**src/rtl/multicycle_ctrl_fsm_if.sv**
```systemverilog
// Control/handshake bundle between the multi-cycle sequencer and the CPU datapath.
interface multicycle_ctrl_fsm_if;
  logic [5:0] op_code;
  logic       zero;
  logic       mem_ready;

  logic       pc_write;
  logic       pc_write_cond;
  logic [1:0] pc_source;
  logic       ir_write;
  logic       i_or_d;
  logic       mem_read;
  logic       mem_write;
  logic       reg_dst;
  logic       reg_write;
  logic       mem_to_reg;
  logic       alu_src_a;
  logic [1:0] alu_src_b;
  logic [3:0] alu_op;
  logic       illegal_op;
  logic       fault;
  logic       busy;

  // Sequencer side
  modport master (
    input  op_code, zero, mem_ready,
    output pc_write, pc_write_cond, pc_source, ir_write, i_or_d, mem_read, mem_write,
           reg_dst, reg_write, mem_to_reg, alu_src_a, alu_src_b, alu_op,
           illegal_op, fault, busy
  );

  // Datapath side
  modport slave (
    output op_code, zero, mem_ready,
    input  pc_write, pc_write_cond, pc_source, ir_write, i_or_d, mem_read, mem_write,
           reg_dst, reg_write, mem_to_reg, alu_src_a, alu_src_b, alu_op,
           illegal_op, fault, busy
  );
endinterface

```
**src/rtl/multicycle_ctrl_fsm.sv**
```systemverilog
// Multi-cycle Moore sequencer: FETCH/DECODE/EXECUTE/MEMORY/WRITEBACK with a
// memory ready handshake, timeout fault and illegal-opcode halt.
module multicycle_ctrl_fsm #(
  parameter int unsigned MEM_TIMEOUT = 16,
  parameter int unsigned CNT_W       = 5
) (
  input logic                  clk,
  input logic                  rst,
  multicycle_ctrl_fsm_if.master bus
);

  localparam logic [5:0] OP_R    = 6'h00;
  localparam logic [5:0] OP_ORI  = 6'h01;
  localparam logic [5:0] OP_LW   = 6'h04;
  localparam logic [5:0] OP_SW   = 6'h05;
  localparam logic [5:0] OP_BEQ  = 6'h06;
  localparam logic [5:0] OP_ADDI = 6'h07;

  typedef enum logic [3:0] {
    S_FETCH, S_DECODE, S_EXEC_R, S_WB_R, S_EXEC_I, S_WB_I,
    S_MEM_ADDR, S_MEM_RD, S_MEM_WR, S_WB_MEM, S_BRANCH, S_HALT
  } state_e;

  typedef struct packed {
    logic       fetch_strobe;   // ir_write/pc_write enable, qualified by mem_ready
    logic       pc_write_cond;
    logic [1:0] pc_source;
    logic       i_or_d;
    logic       mem_read;
    logic       mem_write;
    logic       reg_dst;
    logic       reg_write;
    logic       mem_to_reg;
    logic       alu_src_a;
    logic [1:0] alu_src_b;
    logic [3:0] alu_op;
  } ctrl_t;

  localparam ctrl_t CTRL_FETCH = '{fetch_strobe: 1'b1, mem_read: 1'b1,
                                   alu_src_b: 2'b01, default: '0};

  state_e           state_q, state_d;
  logic [CNT_W-1:0] cnt_q, cnt_d;
  ctrl_t            ctrl_q, ctrl_d;
  logic             illegal_q, illegal_d;
  logic             fault_q, fault_d;
  logic             busy_q, busy_d;
  logic             mem_wait;

  // Next state, wait counter and sticky status
  always_comb begin
    state_d   = state_q;
    cnt_d     = cnt_q;
    illegal_d = illegal_q;
    fault_d   = fault_q;
    mem_wait  = 1'b0;
    unique case (state_q)
      S_FETCH: begin
        mem_wait = 1'b1;
        if (bus.mem_ready) state_d = S_DECODE;
      end
      S_DECODE: begin
        unique case (bus.op_code)
          OP_R:           state_d = S_EXEC_R;
          OP_LW, OP_SW:   state_d = S_MEM_ADDR;
          OP_BEQ:         state_d = S_BRANCH;
          OP_ADDI, OP_ORI: state_d = S_EXEC_I;
          default: begin
            state_d   = S_HALT;
            illegal_d = 1'b1;
          end
        endcase
      end
      S_EXEC_R:   state_d = S_WB_R;
      S_WB_R:     state_d = S_FETCH;
      S_EXEC_I:   state_d = S_WB_I;
      S_WB_I:     state_d = S_FETCH;
      S_MEM_ADDR: state_d = (bus.op_code == OP_LW) ? S_MEM_RD : S_MEM_WR;
      S_MEM_RD: begin
        mem_wait = 1'b1;
        if (bus.mem_ready) state_d = S_WB_MEM;
      end
      S_MEM_WR: begin
        mem_wait = 1'b1;
        if (bus.mem_ready) state_d = S_FETCH;
      end
      S_WB_MEM:   state_d = S_FETCH;
      S_BRANCH:   state_d = S_FETCH;
      S_HALT:     state_d = S_HALT;
      default:    state_d = S_HALT;
    endcase

    // A ready on the final allowed cycle still completes the access
    if (mem_wait && !bus.mem_ready) begin
      if (cnt_q == CNT_W'(MEM_TIMEOUT - 1)) begin
        state_d = S_HALT;
        fault_d = 1'b1;
      end else begin
        cnt_d = cnt_q + CNT_W'(1);
      end
    end

    if ((state_d != state_q) &&
        (state_d == S_FETCH || state_d == S_MEM_RD || state_d == S_MEM_WR)) begin
      cnt_d = '0;
    end
  end

  // Control word for the upcoming state, registered alongside it
  always_comb begin
    ctrl_d = '0;
    unique case (state_d)
      S_FETCH:  ctrl_d = CTRL_FETCH;
      S_DECODE: ctrl_d.alu_src_b = 2'b11;
      S_EXEC_R: begin
        ctrl_d.alu_src_a = 1'b1;
        ctrl_d.alu_op    = 4'b0010;
      end
      S_WB_R: begin
        ctrl_d.reg_dst   = 1'b1;
        ctrl_d.reg_write = 1'b1;
      end
      S_EXEC_I: begin
        ctrl_d.alu_src_a = 1'b1;
        ctrl_d.alu_src_b = 2'b10;
        ctrl_d.alu_op    = (bus.op_code == OP_ORI) ? 4'b0011 : 4'b0000;
      end
      S_WB_I:   ctrl_d.reg_write = 1'b1;
      S_MEM_ADDR: begin
        ctrl_d.alu_src_a = 1'b1;
        ctrl_d.alu_src_b = 2'b10;
      end
      S_MEM_RD: begin
        ctrl_d.mem_read = 1'b1;
        ctrl_d.i_or_d   = 1'b1;
      end
      S_MEM_WR: begin
        ctrl_d.mem_write = 1'b1;
        ctrl_d.i_or_d    = 1'b1;
      end
      S_WB_MEM: begin
        ctrl_d.mem_to_reg = 1'b1;
        ctrl_d.reg_write  = 1'b1;
      end
      S_BRANCH: begin
        ctrl_d.alu_src_a     = 1'b1;
        ctrl_d.alu_op        = 4'b0001;
        ctrl_d.pc_write_cond = 1'b1;
        ctrl_d.pc_source     = 2'b01;
      end
      default:  ctrl_d = '0;
    endcase
  end

  // Busy drops on the first FETCH cycle and in HALT
  always_comb begin
    busy_d = (state_d != S_HALT) && !(state_d == S_FETCH && state_q != S_FETCH);
  end

  // State, counter and registered outputs
  always_ff @(posedge clk or posedge rst) begin
    if (rst) begin
      state_q   <= S_FETCH;
      cnt_q     <= '0;
      ctrl_q    <= CTRL_FETCH;
      illegal_q <= 1'b0;
      fault_q   <= 1'b0;
      busy_q    <= 1'b0;
    end else begin
      state_q   <= state_d;
      cnt_q     <= cnt_d;
      ctrl_q    <= ctrl_d;
      illegal_q <= illegal_d;
      fault_q   <= fault_d;
      busy_q    <= busy_d;
    end
  end

  // IR/PC load only on the cycle the fetch completes; suppressed while in reset
  assign bus.ir_write      = ctrl_q.fetch_strobe & bus.mem_ready & ~rst;
  assign bus.pc_write      = ctrl_q.fetch_strobe & bus.mem_ready & ~rst;
  assign bus.pc_write_cond = ctrl_q.pc_write_cond;
  assign bus.pc_source     = ctrl_q.pc_source;
  assign bus.i_or_d        = ctrl_q.i_or_d;
  assign bus.mem_read      = ctrl_q.mem_read;
  assign bus.mem_write     = ctrl_q.mem_write;
  assign bus.reg_dst       = ctrl_q.reg_dst;
  assign bus.reg_write     = ctrl_q.reg_write;
  assign bus.mem_to_reg    = ctrl_q.mem_to_reg;
  assign bus.alu_src_a     = ctrl_q.alu_src_a;
  assign bus.alu_src_b     = ctrl_q.alu_src_b;
  assign bus.alu_op        = ctrl_q.alu_op;
  assign bus.illegal_op    = illegal_q;
  assign bus.fault         = fault_q;
  assign bus.busy          = busy_q;

endmodule

```
**src/flat_wrapper.sv**
```systemverilog
// flat-port wrapper written by rule: the top's interface ports become plain ports
module multicycle_ctrl_fsm_flat 
#(
  parameter int unsigned MEM_TIMEOUT = 16,
  parameter int unsigned CNT_W       = 5
)
  (clk, rst, bus_op_code, bus_zero, bus_mem_ready, bus_pc_write, bus_pc_write_cond, bus_pc_source, bus_ir_write, bus_i_or_d, bus_mem_read, bus_mem_write, bus_reg_dst, bus_reg_write, bus_mem_to_reg, bus_alu_src_a, bus_alu_src_b, bus_alu_op, bus_illegal_op, bus_fault, bus_busy);
  multicycle_ctrl_fsm_if bus_i ();
  input logic clk;
  input logic rst;
  input wire logic [$bits(bus_i.op_code)-1:0] bus_op_code;
  input wire logic [$bits(bus_i.zero)-1:0] bus_zero;
  input wire logic [$bits(bus_i.mem_ready)-1:0] bus_mem_ready;
  output wire logic [$bits(bus_i.pc_write)-1:0] bus_pc_write;
  output wire logic [$bits(bus_i.pc_write_cond)-1:0] bus_pc_write_cond;
  output wire logic [$bits(bus_i.pc_source)-1:0] bus_pc_source;
  output wire logic [$bits(bus_i.ir_write)-1:0] bus_ir_write;
  output wire logic [$bits(bus_i.i_or_d)-1:0] bus_i_or_d;
  output wire logic [$bits(bus_i.mem_read)-1:0] bus_mem_read;
  output wire logic [$bits(bus_i.mem_write)-1:0] bus_mem_write;
  output wire logic [$bits(bus_i.reg_dst)-1:0] bus_reg_dst;
  output wire logic [$bits(bus_i.reg_write)-1:0] bus_reg_write;
  output wire logic [$bits(bus_i.mem_to_reg)-1:0] bus_mem_to_reg;
  output wire logic [$bits(bus_i.alu_src_a)-1:0] bus_alu_src_a;
  output wire logic [$bits(bus_i.alu_src_b)-1:0] bus_alu_src_b;
  output wire logic [$bits(bus_i.alu_op)-1:0] bus_alu_op;
  output wire logic [$bits(bus_i.illegal_op)-1:0] bus_illegal_op;
  output wire logic [$bits(bus_i.fault)-1:0] bus_fault;
  output wire logic [$bits(bus_i.busy)-1:0] bus_busy;
  assign bus_i.op_code = bus_op_code;
  assign bus_i.zero = bus_zero;
  assign bus_i.mem_ready = bus_mem_ready;
  assign bus_pc_write = bus_i.pc_write;
  assign bus_pc_write_cond = bus_i.pc_write_cond;
  assign bus_pc_source = bus_i.pc_source;
  assign bus_ir_write = bus_i.ir_write;
  assign bus_i_or_d = bus_i.i_or_d;
  assign bus_mem_read = bus_i.mem_read;
  assign bus_mem_write = bus_i.mem_write;
  assign bus_reg_dst = bus_i.reg_dst;
  assign bus_reg_write = bus_i.reg_write;
  assign bus_mem_to_reg = bus_i.mem_to_reg;
  assign bus_alu_src_a = bus_i.alu_src_a;
  assign bus_alu_src_b = bus_i.alu_src_b;
  assign bus_alu_op = bus_i.alu_op;
  assign bus_illegal_op = bus_i.illegal_op;
  assign bus_fault = bus_i.fault;
  assign bus_busy = bus_i.busy;
  multicycle_ctrl_fsm #(.MEM_TIMEOUT(MEM_TIMEOUT), .CNT_W(CNT_W)) u_core (.clk(clk), .rst(rst), .bus(bus_i));
endmodule
```
**config.mk**
```make
export PLATFORM = sky130hd
export DESIGN_NAME = multicycle_ctrl_fsm_flat
export DESIGN_NICKNAME = d
export VERILOG_FILES = /design/src/rtl/multicycle_ctrl_fsm_if.sv /design/src/rtl/multicycle_ctrl_fsm.sv /design/src/flat_wrapper.sv
export SDC_FILE = /design/constraint.sdc
export NUM_CORES = 1
export LEC_CHECK = 0
export CAP_MARGIN = 20
export CORE_UTILIZATION = 26
export DETAILED_ROUTE_END_ITERATION = 8
export GPL_TIMING_DRIVEN = 0
export PLACE_DENSITY_LB_ADDON = 0.1
export SYNTH_ARGS = -nofsm -noshare
export SYNTH_HDL_FRONTEND = slang
export SYNTH_SLANG_ARGS = --single-unit
```
**constraint.sdc**
```tcl
create_clock -name clk -period 7.3 [get_ports clk]
set_clock_uncertainty 0.1 [all_clocks]
set_input_delay 1.46 -clock clk [delete_from_list [all_inputs] [get_ports clk]]
set_output_delay 1.46 -clock clk [all_outputs]
set_load 0.01 [all_outputs]
```
==> results.md, run 1 <==
* Die span in y at ~78 µm
* Routed vias at 1213
* Grt ovf at 0
* Top fanout value on the critical path at 10
* Tot GR Track Use at 0.121
* Seq/Total Area, Yosys at 0.424
* Cell leakage power at between 0.8 and 0.9 nW
* Max-cap violations at 0
* Final setup TNS at 0 ns
* Layout Nets at just under 200
* Worst endpoint required time at about 5.7 ns
* Worst setup SP type: primary input
* Hpwl dp at 2.55 mm
* Synth-to-layout area growth at 29.0%
* Commonest non-fill, non-tap cell in the layout: clkdlybuf4s50_1
* Worst min path class: flop to flop
* Clock sinks at 25
* I/O pin total at 31
* Worst Path Class, Setup: primary input to primary output
* Crit. End Element: primary output
* Clock Tree Buf Depth at 2
* Worst-Skew Late Latency at 0.26 ns
* Status: complete, no violations
* Pwr/cell area at between 300 and 400 nW/µm²
* Largest net degree at the start of global routing at 27
* Yosys warns at 0
* Post-route DRC at 0
* Routability Congestion at between 0.8 and 0.9
* Fin crit share at 0.649
* Dpl ws at between 2 and 2.5 ns
* Clock-pin transition on the worst setup and hold timing paths at 0.08 ns
* CTS Buf Count at 3
* Maximum VDD drop at roughly 0.10 mV
* Setup ws final at approximately 2.6 ns
* Initial antenna violation count at 0
* Hold Buf Count CTS at 0
* Vias in the first global route at roughly 1300
* Die X at roughly 78 µm
* Hold WS at approximately 0.37 ns
* Drt pass-1 iters at 4
* Biggest regs: u_core.cnt_q: 5 flops, u_core.state_q: 4 flops
* Final instance area at 1910 µm²
* Ant diodes at 0
* Flops & latches, synth at 25
* Die area at roughly 6000 µm²
* WL final at 3.35 mm
* TritonCTS clock tree: built
* Fin crit period at 4.74 ns
* Global-route wire length before repair at around 5.8 mm
* Synthesized instance count at roughly 150
* Worst slew pin tran at 0.675 ns
* WL per Instance at between 10 and 15 µm
* Share of layout cells above drive strength 1 at 0.189
* Worst rel slew slack at 0.550
* Final Max Slew Viols at 0
* Hold Fails Final Rpt at 0
* Vias per inst at approximately 4.7
* Synth unique cells at 50
* Final setup violating endpoints at 0
* Area contributors post-synth: dfrtp_1 37%, dfstp_2 5.3%, buf_4 5.1%, nor2_1 3.5%, a21oi_1 3.0%
* Placed Area at around 1800 µm²
* Site Rows at 27
* Root Driver: clkbuf_8
* Max FFs per register at 5
* Cell Area, Synth at 1480 µm²
* Leading area contributor after synthesis: dfrtp_1
* Crit path DAT at roughly 3.2 ns
* Most frequent cells in the layout: 26 x clkdlybuf4s50_1, 22 x dfrtp_1, 14 x nor2_1
* Core area at 5510 µm²
* Initial core utilization at 0.269
* Final core utilization at 0.348
* H-Tree Depth at 1
* # Post-CTS Setup Buffers at 0
* Routed Antenna Nets at 0
* Mean Syn Cell Area at just under 10 µm²
* DR iter-0 viols at 77
* RSZ-0062 raised after global routing: no
* PortBufs at 26
* # resized after CTS at 0
* Reg with most FFs: u_core.cnt_q
* FMAX at between 200 and 250 MHz
* Yosys top cell area share at 0.371
## routing by layer
layer  global-route usage  share of wire  vias up
met1                0.143           0.44      583
met4               0.0453          0.018        0
met2                0.212           0.51       28
li1                     -              -      596
met5                    0              0        -
met3               0.0247          0.036        6
## power breakdown
| part | total (mW) | internal (mW) | switching, mW |
|---|---|---|---|
| combinational | 0.392 | 0.185 | 0.206 |
| sequential | 0.203 | 0.186 | 0.0162 |
| clock | 0.0793 | 0.0389 | 0.0403 |
## synth_stat cells (all sizes together)
cell     number
o21ai         9
nand3         6
a21o          3
o211ai        1
nand4b        2
nor4b         1
nand4         2
nor2         14
dfstp         3
and4bb        1
clkbuf        3
inv           5
nor3          5
nand2b        6
xor2          2
o21ba         1
a21boi        1
xnor2         1
a22o          1
a41o          1
o211a         1
and4          1
conb          1
or3           2
and3          4
or3b          1
o31ai         1
nand2         4
a211oi        3
o2111ai       2
a2bb2oi       2
or2           2
dfrtp        22
or4b          1
buf          14
nand3b        1
mux2i         2
a21oi        10
nor2b         6
o221ai        1
ha            2
a221oi        1
## final timing paths
check | from | end | slack [ns] | cells past startpoint
min | u_core.bus.illegal_op | u_core.bus.illegal_op | 0.37 | 1
min in group asynchronous | rst | u_core.bus.busy | 1.34 | 2
max reg2reg | u_core.cnt_q[0] | u_core.bus.busy | 4.70 | 9
min reg2reg | u_core.bus.illegal_op | u_core.bus.illegal_op | 0.37 | 1
max in group asynchronous | rst | u_core.ctrl_q[16] | 5.29 | 3
max | bus_mem_ready | bus_pc_write | 2.56 | 5
## cell families after synthesis
| logic type | count (synthesis) | synth area share |
|---|---|---|
| simple gates | 59 | 0.247 |
| mux | 2 | 0.0135 |
| buf+inv | 22 | 0.0885 |
| flops | 25 | 0.424 |
| xor+xnor | 3 | 0.0177 |
| compound gates | 38 | 0.190 |
| fa+ha+maj | 2 | 0.0169 |
| other cells | 1 | 0.00253 |
## through the flow
stage / power, mW / instances
5_1_grt: 0.729 / 257
3_3_place_gp: 0.594 / 252
6_report: 0.674 / 257
2_1_floorplan: 0.479 / 154
3_5_place_dp: 0.598 / 252
4_1_cts: 0.683 / 256
## worst max-delay path: stages
cell and delay (ns):
clkdlybuf4s50_1 0.49, clkbuf_1 0.35, and3_1 0.26, buf_4 0.11, clkdlybuf4s50_1 0.51
## cell type report
type	count	area, µm²
Fill cell	564	3590
Multi-Input combinational cell	107	731
Sequential cell	25	629
Timing Repair Buffer	27	288
Buffer	17	113
Tap cell	72	90.1
Clock buffer	4	45.0
Inverter	5	18.8
(Power assumes the default switching activity.)
==> inputs of run 2 (changes only) <==
Clock period 7.3 ns to 4.06 ns, I/O delays scaled along.
==> results of run 2 <==
Same layout as run 1 (identical final DEF). Status: complete, no violations.
Among the figures that moved: setup slack after placement 2.17 ns -> 0.221 ns; setup slack after layout 2.56 ns -> 0.615 ns; register-to-register setup slack 4.70 ns -> 1.46 ns; total power 0.674 mW -> 1.21 mW; worst IR drop on VDD 0.102 mV -> 0.183 mV
==> variant 1 (flow settings as in run 2) <==
Make the reset (`rst`) synchronous in one clocked block.
--- a/src/rtl/multicycle_ctrl_fsm.sv
+++ b/src/rtl/multicycle_ctrl_fsm.sv
@@ -159,5 +159,5 @@
 
   // State, counter and registered outputs
-  always_ff @(posedge clk or posedge rst) begin
+  always_ff @(posedge clk) begin
     if (rst) begin
       state_q   <= S_FETCH;
Formal check against the unedited RTL: differs if rst is asserted again (counterexample within 4 cycles, from zero or initial values and one cycle with rst high); with rst held inactive, the same outputs for 10 cycles.
==> variant 1 against run 2 <==
Worst setup slack got worse by 0.41 ns. Routed wire length rose by 11%. Design area rose by 0.52%. Cell count rose by 6.2%. Sequential cell count did not move. Area after synthesis rose by 3.0%. Fmax fell by 11%. Count of clock-buffer cells in the layout fell by 1. Critical endpoint unchanged. Highest routed layer unchanged. Synthesized cell count rose by 12%. Register-to-register slack got worse by 0.15 ns.
Power is not compared: it rests on default switching activity, and its combinational part moved more than twofold at a synthesized area within 25%.
==> variant 1: results (changes against run 2) <==
* Async S/R FF share, synth at 0 (-1.00)
* Post-synth top flop: dfxtp_1
* FF-to-FF End: u_core.cnt_q[0]
* Largest net degree at the start of global routing at 16 (-41%)
* Synth Area in XOR/XNOR at 0.0229 (+0.00523)
* Most frequent cells after synthesis: dfxtp_1 (25), a21oi_1 (13), nand2_1 (11), nor2_1 (11), buf_4 (9)
* Status: finished clean
* Netlist cell types at 62 (+24%)
* Seq/Total Area, Yosys at 0.328 (-0.0965)
* Area contributors post-synth: dfxtp_1 (33%), buf_4 (4.4%), a21oi_1 (4.3%)
* Mux contribution to synthesized area at 0.0131 (-0.000387)
* Worst Hold End: u_core.bus.illegal_op
* Syn avg cell area at 8.99 um^2 (-7.9%)
* Crit path arrival time at 2.94 ns (+0.41 ns)
* Post-synthesis adder-cell area fraction at 0.0164 (-0.000483)
* Total detailed-routing wirelength at 3730 um (+11%)
* RD Place Congestion at 0.797 (-3.6%)
* Pwr Total at ~0.80 mW
* Worst Max-Slew Pin Slew at 0.649 ns (-0.0265 ns)
* Placed Cells incl. Taps at 269 (+6.7%)
* Layout cell share with drive strength beyond 1 at 0.199 (+0.00982)
* Vias/cell at 4.82 (+2.2%)
* Post-DR wirelength/cell at 13.7 um (+4.9%)
* Nets at 214 (+8.1%)
* Reg-to-reg slack, setup at 1.31 ns (-0.15 ns)
* GRT Resource Usage Total at 0.128 (+0.00723)
* Worst slack, placed at 0.165 ns (-0.0561 ns)
* Worst r2r src: u_core.cnt_q[0]
* Vias in the first global route at 1,291 (+1.3%)
* Final hold slack at 0.391 ns (+0.0166 ns)
* Port Buf Inserts at 25 (-3.8%)
* Initial DRC Count at 46 (-40%)
* First-pass GRT wire length at 6300 um (+9.2%)
* Fill count at 585 (+3.7%)
* DPL Wire Length at 2920 um (+15%)
* Area post-placement at 0.00188 mm^2 (+1.8%)
* Worst Hold Launch: u_core.bus.illegal_op
variant 1: cell count changes after synthesis, sizes merged, moves of 5 or more:
cell,before,now
o21ai,9,3
dfrtp,22,0
dfxtp,0,25
nor4,0,6
nand2,4,13
a21oi,10,15
variant 1: layer usage:
layer	routed length, um	part of all wire	GRT usage	up-vias
met5	0	0	0	-
li1	-	-	-	677
met4	10	0.0027	0.0111	0
met3	176	0.047	0.0349	2
met1	1690	0.45	0.161	610
met2	1850	0.50	0.223	28
variant 1: cell families after synthesis:
kind of cell	count (synthesis)
AO/OA/AOI/OAI	44
buffers and inverters	20
flip-flops	25
multiplexers	2
other	1
XOR/XNOR	4
adder cells (fa/ha/maj)	2
AND/OR/NAND/NOR	72
variant 1: area by class of cell:
cell class                      count  area, um^2  area share
Buffer                             17         104      0.0540
Clock buffer                        3        41.3      0.0215
Clock inverter                      1        7.51     0.00390
Inverter                            3        11.3     0.00585
Multi-Input combinational cell    127         920       0.478
Sequential cell                    25         500       0.260
Tap cell                           72        90.1      0.0468
Timing Repair Buffer               25         250       0.130
variant 1: critical path, cell delays in order:
cell             delay (ns)
clkdlybuf4s50_1        0.53
clkbuf_1               0.40
clkbuf_1               0.45
nor3b_1                0.13
buf_4                  0.15
clkdlybuf4s50_1        0.46
variant 1: worst max-delay path by stage:
stage / cells after the start / slack (ns) / endpoint / startpoint
floorplan: 4 / 1.35 / bus_pc_write / rst
global placement: 6 / 0.19 / bus_pc_write / rst
detailed placement: 6 / 0.17 / bus_pc_write / rst
CTS: 6 / 0.17 / bus_pc_write / rst
global route: 6 / 0.06 / bus_pc_write / rst
finish: 6 / 0.21 / bus_pc_write / rst
==> variant 2 (settings of run 2) <==
Without the edit above. `CNT_W` is set to 5 in 2 places; all go to 4.
--- a/src/rtl/multicycle_ctrl_fsm.sv
+++ b/src/rtl/multicycle_ctrl_fsm.sv
@@ -3,5 +3,5 @@
 module multicycle_ctrl_fsm #(
   parameter int unsigned MEM_TIMEOUT = 16,
-  parameter int unsigned CNT_W       = 5
+  parameter int unsigned CNT_W       = 4
 ) (
   input logic                  clk,
--- a/src/flat_wrapper.sv
+++ b/src/flat_wrapper.sv
@@ -3,5 +3,5 @@
 #(
   parameter int unsigned MEM_TIMEOUT = 16,
-  parameter int unsigned CNT_W       = 5
+  parameter int unsigned CNT_W       = 4
 )
   (clk, rst, bus_op_code, bus_zero, bus_mem_ready, bus_pc_write, bus_pc_write_cond, bus_pc_source, bus_ir_write, bus_i_or_d, bus_mem_read, bus_mem_write, bus_reg_dst, bus_reg_write, bus_mem_to_reg, bus_alu_src_a, bus_alu_src_b, bus_alu_op, bus_illegal_op, bus_fault, bus_busy);
Check against the original RTL: no difference found for any inputs over 10 cycles, from zero or initial values and one cycle with rst high; that may be too few to reach the edited logic, so the function may still have changed.
==> variant 2 against run 2 <==
Area after synthesis fell by 8.0%. Cell count fell by 3.5%. Utilization grew 1.1 points. Synthesized cell count down 4.6%. Register-to-register slack improved by 0.02 ns. Sequential cell count shrank 1. Worst setup slack worse by 0.045 ns. Routed wire length shrank 8.6%. Design area is 5.0% lower. Largest cell class unchanged.
Power is not compared: it rests on default switching activity, and its combinational part moved more than twofold at a synthesized area within 25%.
==> variant 2: results (changes against run 2) <==
* GRT Resource Usage Total at 0.118 (-0.00311)
* Port Buf Inserts at 26 (unchanged)
* Netlist cell types at 43 (-14%)
* Crit path arrival time at 2.58 ns (+0.05 ns)
* CP top delay family: buffers and inverters
* Area contributors post-synth: dfrtp_1 (38%), dfstp_2 (5.8%), buf_4 (4.9%)
* Mux contribution to synthesized area at 0.0147 (+0.00117)
* Maximum fanout along the worst path at 10 (unchanged)
* Nets at 190 (-4.0%)
* Post-synthesis compound-gate area fraction at 0.173 (-0.0165)
* DPL Wire Length at 2310 um (-9.5%)
* Status: finished clean
* Largest net degree at the start of global routing at 26 (-3.7%)
* RD Place Congestion at 0.864 (+4.5%)
* Seq/Total Area, Yosys at 0.443 (+0.0186)
* Largest registers: u_core.cnt_q x4, u_core.state_q x4
* Skew-Pair Late Insertion Delay at between 0.2 and 0.3 ns
* Post-synthesis adder-cell area fraction at 0.00917 (-0.00770)
* Vias in the first global route at 1,050 (-18%)
* First-pass GRT wire length at 4960 um (-14%)
* Synth Area in XOR/XNOR at 0.0192 (+0.00154)
* Initial DRC Count at 56 (-27%)
* Core Area at 0.00507 mm^2 (-7.8%)
* Total detailed-routing wirelength at 3060 um (-8.6%)
* TritonRoute pass-1 iters at 6 (+2)
* Fill count at 534 (-5.3%)
* Vias/cell at 4.67 (-0.98%)
* Most frequent cells after synthesis: dfrtp_1 (21), nand2_1 (14), a21oi_1 (9), buf_4 (9), nand2b_1 (9)
* Layout cell share with drive strength beyond 1 at 0.135 (-0.0544)
## variant 2: cell count changes after synthesis, sizes merged, moves of 3 or more
cell	change
nand2	+10
nand2b	+3
nor2b	-4
and4b	+3
o21ai	-3
nor2	-6
## variant 2: kinds of logic (layout without fill, tap and decap cells)
group | Yosys count | after routing
AOI/OAI and AO/OA | 32 | 32
xor gates and xnor gates | 3 | 3
adders and majority gates | 1 | 1
buffers and inverters | 21 | 52
DFF | 24 | 24
muxes | 2 | 2
other | 1 | 3
and+or+nand+nor | 61 | 61
## variant 2: layout make-up
cell class	instances	share of cell area
multi-input combinational	102	0.355
inverter	5	0.0103
timing repair buffer	27	0.158
clock buffer	3	0.0227
clock inverter	1	0.0165
tap	70	0.0481
buffer	16	0.0571
sequential	24	0.332
## variant 2: power groups by stage
stage / logic [mW] / clock network, mW / registers [mW]
2_1_floorplan: 0.0132 / 0 / 0.244
3_3_place_gp: 0.0264 / 0 / 0.244
3_5_place_dp: 0.0267 / 0 / 0.244
4_1_cts: 0.0268 / 0.214 / 0.239
5_1_grt: 0.0327 / 0.226 / 0.240
6_report: 0.0295 / 0.209 / 0.239
## variant 2: worst paths after layout
kind                                       startpoint                    end  slack (ns)  cells past startpoint
worst max-delay path                    bus_mem_ready           bus_pc_write        0.57                      5
worst min-delay path            u_core.bus.illegal_op  u_core.bus.illegal_op        0.37                      1
worst max register to register      u_core.state_q[0]        u_core.bus.busy        1.48                      7
worst min register to register  u_core.bus.illegal_op  u_core.bus.illegal_op        0.37                      1
max in group asynchronous                         rst      u_core.ctrl_q[16]        2.82                      3
min in group asynchronous                         rst   u_core.bus.mem_write        0.62                      2
## variant 2: stage by stage
stage,util,setup WS [ns],std cells,hold WS (ns),instance area (um^2)
2_1_floorplan,-,1.37,147,0.404,1370
3_3_place_gp,0.339,0.296,243,0.351,1720
3_5_place_dp,0.339,0.262,243,0.358,1720
4_1_cts,0.353,0.262,247,0.384,1790
5_1_grt,0.358,0.457,248,0.420,1820
6_report,0.358,0.570,248,0.373,1820
## variant 2: layer usage
metal / vias to the layer above / share of wire / global-route usage
met5: - / 0 / 0
met1: 562 / 0.46 / 0.146
met3: 2 / 0.032 / 0.0298
met2: 19 / 0.50 / 0.206
met4: 0 / 0.0059 / 0.0231
li1: 576 / - / -
